===== src/rtl/wdt_pkg.sv =====
// ---------------------------------------------------------------------------
// wdt_pkg
// Shared definitions for the multi-channel watchdog:
//   - per-channel FSM state encodings (DIS, RUN, WARN, TRIP, HOLD)
//   - timebase helpers (tick divider and its counter width)
//   - warning-threshold helper: (timeout * pct) / 100, truncated
// Optional feature macro used by the design: WDT_WINDOW_EN (windowed kicks).
// ---------------------------------------------------------------------------
package wdt_pkg;

  localparam logic [2:0] ST_DIS  = 3'd0;
  localparam logic [2:0] ST_RUN  = 3'd1;
  localparam logic [2:0] ST_WARN = 3'd2;
  localparam logic [2:0] ST_TRIP = 3'd3;
  localparam logic [2:0] ST_HOLD = 3'd4;

  // Clock cycles per timebase tick; never below 1.
  function automatic int tick_div(input int clk_freq, input int tick_hz);
    return (clk_freq / tick_hz > 0) ? clk_freq / tick_hz : 1;
  endfunction

  // Counter width for a modulus; at least one bit so a divide-by-1 still builds.
  function automatic int clog2_min1(input int value);
    return (value > 1) ? $clog2(value) : 1;
  endfunction

  // Product is formed wide enough that the multiply cannot overflow for any
  // 32-bit timeout; callers truncate to their counter width.
  function automatic logic [39:0] warn_threshold(input logic [31:0] timeout,
                                                 input int unsigned pct);
    logic [39:0] product;
    product = {8'd0, timeout} * 40'(pct);
    return product / 40'd100;
  endfunction

endpackage


===== src/rtl/wdt_channel.sv =====
// ---------------------------------------------------------------------------
// wdt_channel
// One supervised channel: FSM, tick counter, latched config and a saturating
// trip counter. Outputs are decoded directly from registered state.
// Optional feature: WDT_WINDOW_EN -- kicks arriving before window_lat ticks
// trip the channel and set early_fault. Without it window_cfg is ignored and
// early_fault is 0.
// Ports:
//   clk, rst_n        clock, synchronous active-low reset
//   tick              shared timebase pulse
//   enable            channel enable (level)
//   kick, clear       heartbeat and trip-clear pulses
//   timeout_cfg       timeout in ticks (0 keeps the channel disabled)
//   window_cfg        early-kick window in ticks
//   triggered         tripped or in hold-off
//   warning           at/past warning threshold, or tripped
//   early_fault       trip was caused by an early kick (sticky)
//   remaining         ticks until trip while counting, else 0
//   trip_count        saturating trip count
// ---------------------------------------------------------------------------
module wdt_channel
  import wdt_pkg::*;
#(
  parameter int CNT_W         = 16,
  parameter int WARN_PCT      = 80,
  parameter int HOLDOFF_TICKS = 100,
  parameter int TRIPCNT_W     = 8
) (
  input  logic                 clk,
  input  logic                 rst_n,
  input  logic                 tick,
  input  logic                 enable,
  input  logic                 kick,
  input  logic                 clear,
  input  logic [CNT_W-1:0]     timeout_cfg,
  input  logic [CNT_W-1:0]     window_cfg,
  output logic                 triggered,
  output logic                 warning,
  output logic                 early_fault,
  output logic [CNT_W-1:0]     remaining,
  output logic [TRIPCNT_W-1:0] trip_count
);

  logic [2:0]       state;
  logic [CNT_W-1:0] cnt;
  logic [CNT_W-1:0] timeout_lat;
  logic [CNT_W-1:0] warn_thr;
  logic [CNT_W:0]   cnt_inc;
  logic [CNT_W-1:0] cfg_thr;
  logic             running;
  logic             start;
  logic             early_kick;
  logic             kick_ok;
  logic             kick_bad;
  logic             tick_trip;
  logic             hold_done;
  logic             relatch;

  assign cfg_thr   = CNT_W'(warn_threshold(32'(timeout_cfg), WARN_PCT));
  assign cnt_inc   = {1'b0, cnt} + (CNT_W+1)'(1);
  assign running   = (state == ST_RUN) || (state == ST_WARN);
  assign start     = (state == ST_DIS) && (timeout_cfg != '0);
  assign kick_ok   = running && kick && !early_kick;
  assign kick_bad  = running && kick && early_kick;
  // A kick in the same cycle as a tick wins, so the tick cannot trip.
  assign tick_trip = running && !kick && tick && (cnt_inc >= {1'b0, timeout_lat});
  assign hold_done = (state == ST_HOLD) && tick &&
                     (cnt_inc >= (CNT_W+1)'(HOLDOFF_TICKS));
  assign relatch   = enable && (start || kick_ok);

`ifdef WDT_WINDOW_EN
  logic [CNT_W-1:0] window_lat;
  logic             early_r;

  assign early_kick  = (cnt < window_lat);
  assign early_fault = early_r;

  always_ff @(posedge clk) begin
    if (!rst_n) begin
      window_lat <= '0;
      early_r    <= 1'b0;
    end else begin
      if (relatch) window_lat <= window_cfg;
      if (!enable)                 early_r <= 1'b0;
      else if (kick_bad)           early_r <= 1'b1;
      else if (hold_done)          early_r <= 1'b0;
    end
  end
`else
  logic unused_window;

  assign unused_window = ^window_cfg;
  assign early_kick    = 1'b0;
  assign early_fault   = 1'b0;
`endif

  // NOTE: sequential state uses non-blocking assignments only, so every
  // register samples the pre-edge value of every other register.
  always_ff @(posedge clk) begin
    if (!rst_n) begin
      // NOTE: latched config is reset along with the FSM so remaining and the
      // compare logic never see X after reset.
      state       <= ST_DIS;
      cnt         <= '0;
      timeout_lat <= '0;
      warn_thr    <= '0;
      trip_count  <= '0;
    end else begin
      if (relatch) begin
        timeout_lat <= timeout_cfg;
        warn_thr    <= cfg_thr;
      end
      if (!enable) begin
        state <= ST_DIS;
        cnt   <= '0;
      end else begin
        case (state)
          ST_DIS: begin
            if (start) begin
              cnt   <= '0;
              state <= (cfg_thr == '0) ? ST_WARN : ST_RUN;
            end
          end
          ST_RUN, ST_WARN: begin
            if (kick_bad || tick_trip) begin
              state <= ST_TRIP;
              cnt   <= '0;
              if (trip_count != '1) trip_count <= trip_count + TRIPCNT_W'(1);
            end else if (kick_ok) begin
              cnt   <= '0;
              state <= (cfg_thr == '0) ? ST_WARN : ST_RUN;
            end else if (tick) begin
              cnt   <= cnt_inc[CNT_W-1:0];
              state <= (cnt_inc >= {1'b0, warn_thr}) ? ST_WARN : ST_RUN;
            end
          end
          ST_TRIP: begin
            if (clear) begin
              state <= ST_HOLD;
              cnt   <= '0;
            end
          end
          ST_HOLD: begin
            if (hold_done) begin
              cnt   <= '0;
              state <= (warn_thr == '0) ? ST_WARN : ST_RUN;
            end else if (tick) begin
              cnt <= cnt_inc[CNT_W-1:0];
            end
          end
          default: state <= ST_DIS;
        endcase
      end
    end
  end

  assign triggered = (state == ST_TRIP) || (state == ST_HOLD);
  assign warning   = triggered || (state == ST_WARN);
  assign remaining = running ? (timeout_lat - cnt) : '0;

endmodule


===== src/rtl/wdt_multi_channel.sv =====
// ---------------------------------------------------------------------------
// wdt_multi_channel
// N-channel broadcast watchdog. Holds the shared tick prescaler and the
// registered, masked kill reduction; each channel is a wdt_channel instance.
// Optional feature: WDT_WINDOW_EN enables windowed (early-kick) supervision.
// Ports:
//   clk, rst_n     clock, synchronous active-low reset
//   enable         per-channel enable
//   kick, clear    per-channel heartbeat / trip-clear pulses
//   timeout_cfg    per-channel timeout, channel i at [i*CNT_W +: CNT_W]
//   window_cfg     per-channel early-kick window (WDT_WINDOW_EN only)
//   trip_mask      1 = channel trip contributes to kill
//   triggered      per-channel tripped or in hold-off
//   warning        per-channel warning
//   early_fault    per-channel early-kick trip flag
//   kill           registered |(triggered & trip_mask)
//   remaining      per-channel ticks until trip
//   trip_count     per-channel saturating trip counts
// ---------------------------------------------------------------------------
module wdt_multi_channel
  import wdt_pkg::*;
#(
  parameter int N_CH          = 4,
  parameter int CLK_FREQ      = 125_000_000,
  parameter int TICK_HZ       = 1000,
  parameter int CNT_W         = 16,
  parameter int WARN_PCT      = 80,
  parameter int HOLDOFF_TICKS = 100,
  parameter int TRIPCNT_W     = 8
) (
  input  logic                      clk,
  input  logic                      rst_n,
  input  logic [N_CH-1:0]           enable,
  input  logic [N_CH-1:0]           kick,
  input  logic [N_CH-1:0]           clear,
  input  logic [N_CH*CNT_W-1:0]     timeout_cfg,
  input  logic [N_CH*CNT_W-1:0]     window_cfg,
  input  logic [N_CH-1:0]           trip_mask,
  output logic [N_CH-1:0]           triggered,
  output logic [N_CH-1:0]           warning,
  output logic [N_CH-1:0]           early_fault,
  output logic                      kill,
  output logic [N_CH*CNT_W-1:0]     remaining,
  output logic [N_CH*TRIPCNT_W-1:0] trip_count
);

  localparam int TICK_DIV = tick_div(CLK_FREQ, TICK_HZ);
  localparam int PRESC_W  = clog2_min1(TICK_DIV);

  logic [PRESC_W-1:0] presc;
  logic               tick;

  // tick is high for the single cycle in which the prescaler wraps.
  assign tick = (presc == PRESC_W'(TICK_DIV - 1));

  always_ff @(posedge clk) begin
    if (!rst_n)    presc <= '0;
    else if (tick) presc <= '0;
    else           presc <= presc + PRESC_W'(1);
  end

  for (genvar i = 0; i < N_CH; i++) begin : g_ch
    wdt_channel #(
      .CNT_W         (CNT_W),
      .WARN_PCT      (WARN_PCT),
      .HOLDOFF_TICKS (HOLDOFF_TICKS),
      .TRIPCNT_W     (TRIPCNT_W)
    ) u_ch (
      .clk         (clk),
      .rst_n       (rst_n),
      .tick        (tick),
      .enable      (enable[i]),
      .kick        (kick[i]),
      .clear       (clear[i]),
      .timeout_cfg (timeout_cfg[i*CNT_W +: CNT_W]),
      .window_cfg  (window_cfg[i*CNT_W +: CNT_W]),
      .triggered   (triggered[i]),
      .warning     (warning[i]),
      .early_fault (early_fault[i]),
      .remaining   (remaining[i*CNT_W +: CNT_W]),
      .trip_count  (trip_count[i*TRIPCNT_W +: TRIPCNT_W])
    );
  end

  // Registered so the RF kill path is glitch-free; lags triggered by one cycle.
  always_ff @(posedge clk) begin
    if (!rst_n) kill <= 1'b0;
    else        kill <= |(triggered & trip_mask);
  end

endmodule


===== config.mk =====
export PLATFORM = sky130hd
export DESIGN_NAME = wdt_multi_channel
export DESIGN_NICKNAME = d
export VERILOG_FILES = /design/src/rtl/wdt_pkg.sv /design/src/rtl/wdt_channel.sv /design/src/rtl/wdt_multi_channel.sv
export SDC_FILE = /design/constraint.sdc
export NUM_CORES = 2
export LEC_CHECK = 0
export CAP_MARGIN = 25
export CORE_ASPECT_RATIO = 1.4
export CORE_MARGIN = 2
export CORE_UTILIZATION = 67
export DETAILED_ROUTE_END_ITERATION = 7
export PLACE_DENSITY = 0.89
export SLEW_MARGIN = 5
export SYNTH_ARGS = -nofsm -noshare
export SYNTH_HDL_FRONTEND = slang
export SYNTH_SLANG_ARGS = --single-unit

===== constraint.sdc =====
create_clock -name clk -period 25.5 [get_ports clk]
set_clock_uncertainty 0.2 [all_clocks]
set_input_delay 6.375 -clock clk [delete_from_list [all_inputs] [get_ports clk]]
set_output_delay 6.375 -clock clk [all_outputs]
set_load 0.01 [all_outputs]

==> impl_metrics.json <==
{
  "violations": "DRC",
  "drt-met1-wl_um": 41100,
  "yosys.cell_types.count": 141,
  "ys_seq_area_frac": 0.142,
  "synth.area.top_cells": "dfxtp_1 (14%), ha_1 (11%), nor2_1 (5.5%)",
  "cts_tree": "built",
  "core-area_mm2": 0.0531,
  "drt_wl_total_um": 106000,
  "pin_count": 255,
  "hold_viol": 0,
  "finalSetupTns_ps": 0,
  "grt_max_degree": 101,
  "synth_edf_count": 0,
  "status": "finished with violations",
  "dp_hpwl_um": 81100,
  "period_needed_ps": 21810,
  "fmax_ghz": 0.0459,
  "ant_nets": 0,
  "rsz0062_at_grt": "false",
  "finalCritPeriodShare": 0.855,
  "final-setup-viol-count": 0,
  "clockRootBuffer": "clkbuf_16",
  "critPathLaunch": "timeout_cfg[17]",
  "drv_cap": 0,
  "cts_resized": 0,
  "r2r_cells": 20,
  "post_drt_wl_per_cell_um": 18.9,
  "cpMaxStageDelayCell": "clkdlybuf4s50_1",
  "nFillCells": 4280,
  "diodes": 0,
  "r2r_end": "g_ch[3].u_ch.cnt[5]",
  "grt_overflow": 0,
  "grt_first_pass_wirelength_um": 173000,
  "cts_buffer_depth": 3,
  "path_class": "in2reg",
  "synthSimpleGateAreaFrac": 0.240,
  "cp-endpoint": "g_ch[1].u_ch.warn_thr[0]",
  "synth_xor_area_frac": 0.0776,
  "dieArea_mm2": 0.0553,
  "cp_data_arrival_time_ps": 22060,
  "cts_hold_buf": 0,
  "num_rows": 100,
  "io_buffer_count": 186,
  "dr.pass1.iters": 8,
  "synth_top_area_cell": "dfxtp_1",
  "synth-compound-area-share": 0.324,
  "dieHeight_um": 278,
  "post-cts-setup-buffer-count": 0,
  "drtIter0Drc": 2779,
  "viasPerCell": 6.85,
  "worst_pin_slew_ps": 1120,
  "grt_pass1_vias": 36200,
  "r2r_setup_slack_ps": 19850,
  "synth.avg_cell_area_um2": 7.39,
  "cts_buffers": 28,
  "clkLatencyLatePin_ps": 600,
  "vias": 38400,
  "yosys.area_share.adder": 0.120,
  "cpPeakStageDelay_ps": 880,
  "synth_cells": 4843,
  "met2_length_um": 51500,
  "relSlewSlack": 0.251,
  "drc": 1,
  "synth_top_family_by_area": "compound AO/OA/AOI/OAI gates",
  "synth.top_cell.area_share": 0.142,
  "cts_sinks": 254,
  "area_growth_pct": 8.29,
  "track_usage": 0.368,
  "met3_length_um": 6890,
  "nNetsFinal": 5352,
  "synthMuxAreaShare": 0.0414,
  "yosys_register_bits": 254,
  "antenna_found_initial": 1,
  "synth_flop_cell": "dfxtp_1",
  "worstPathMaxFanout": 13,
  "hold_class": "reg2reg",
  "die_x_um": 199,
  "cp.required_ps": 25760,
  "h-tree-depth": 1,
  "clk_pin_slew_ps": 60,
  "synthArstFlopShare": 0,
  "synth_area_mm2": 0.0358,
  "highest_layer": "met5",
  "drive_above_1_share": 0.0590,
  "start_util": 0.675,
  "startpoint_type": "input port",
  "yosys_warnings": 0,
  "place.gp.congestion": 0.973,
  "end_kind": "register",
  "r2r_start": "g_ch[3].u_ch.cnt[2]",
  "drv_slew": 0
}
[critical path: cells and delay by family]
kind | cells | cell delay, ps
xor gates and xnor gates | 5 | 1440
and+or+nand+nor | 9 | 2590
buffers and inverters | 3 | 1260
adders and majority gates | 5 | 1550
muxes | 4 | 1350
AOI/OAI and AO/OA | 24 | 7480
[stage by stage]
step | instances | setup slack, ps | area [um2] | utilization | hold slack, ps
after floorplan | 4846 | 7110 | 35800 | - | 218
after global placement | 5549 | 3460 | 37700 | 0.711 | 230
after detailed placement | 5549 | 3070 | 37700 | 0.711 | 245
after CTS | 5601 | 3620 | 38700 | 0.729 | 254
after global routing | 5609 | 2410 | 38800 | 0.731 | 290
final | 5609 | 3690 | 38800 | 0.731 | 262
[registers in the layout, indices dropped and copies added, names as in the netlist]
register / flops
g_ch.u_ch.cnt: 64
g_ch.u_ch.state: 12
g_ch.u_ch.timeout_lat: 64
g_ch.u_ch.trip_count: 32
g_ch.u_ch.warn_thr: 64
kill: 1
presc: 17
[worst min-delay path by stage]
stage / depth (start not counted) / to / startpoint / slack (ps)
2_1_floorplan: 1 / presc[0] / presc[0] / 220
3_3_place_gp: 1 / presc[0] / presc[0] / 230
3_5_place_dp: 1 / presc[0] / presc[0] / 250
4_1_cts: 1 / presc[0] / presc[0] / 250
5_1_grt: 1 / presc[0] / presc[0] / 290
6_report: 1 / presc[0] / presc[0] / 260
[final cells by class]
cell class,instances,area [um2],area share
flip-flops and latches,254,5080,0.131
clock inverters,17,234,0.00603
well taps,714,893,0.0230
multi-input cells,4124,28800,0.743
clock buffers,35,737,0.0190
inverters,257,967,0.0249
repair buffers,208,2040,0.0527
[kinds of logic (layout without fill, tap and decap cells)]
| group | after synthesis | in the layout |
|---|---|---|
| other | 1 | 4 |
| buffers and inverters | 468 | 517 |
| and+or+nand+nor | 1707 | 1707 |
| xor gates and xnor gates | 307 | 307 |
| adders and majority gates | 341 | 341 |
| muxes | 144 | 144 |
| AOI/OAI and AO/OA | 1621 | 1621 |
| DFF | 254 | 254 |
[synth_stat cells, types with 62 or more instances]
cell      count
nand2_1     273
nand4_1      82
a211oi_1    109
nor2_1      529
dfxtp_1     254
nand3_1     169
and2_1       63
clkbuf_1    134
ha_1        325
mux2i_1     119
or3_1        62
a21o_1      103
nor3_1      131
o21ai_0     222
o211ai_1     74
xnor2_1     220
and3_1       78
nor4_1       67
o21a_1       62
a21oi_1     333
inv_1       256
xor2_1       78
[cell usage in the layout (no fill, tap or decap), drive strengths merged, types with 62 or more instances in the layout]
master,Yosys,layout
dfxtp,254,254
xnor2,227,227
xor2,80,80
nand4,82,82
a21o,103,103
o21a,62,62
nand2,274,274
nand3,170,170
and2,67,67
and3,78,78
a211oi,125,125
o211ai,78,78
mux2i,120,120
a31oi,63,63
nor2,533,533
ha,325,325
clkdlybuf4s50,0,186
inv,257,257
or3,62,62
o21ai,283,283
a21oi,344,344
nor4,72,72
nor3,140,140
[metal layers]
metal,vias to the layer above,track usage
met5,-,0
met4,2,0.213
met3,495,0.0513
met2,1693,0.658
met1,17900,0.412
li1,18300,-
Power is not shown: default switching activity piles up to over one toggle a cycle in this logic, so the estimate is an artifact.
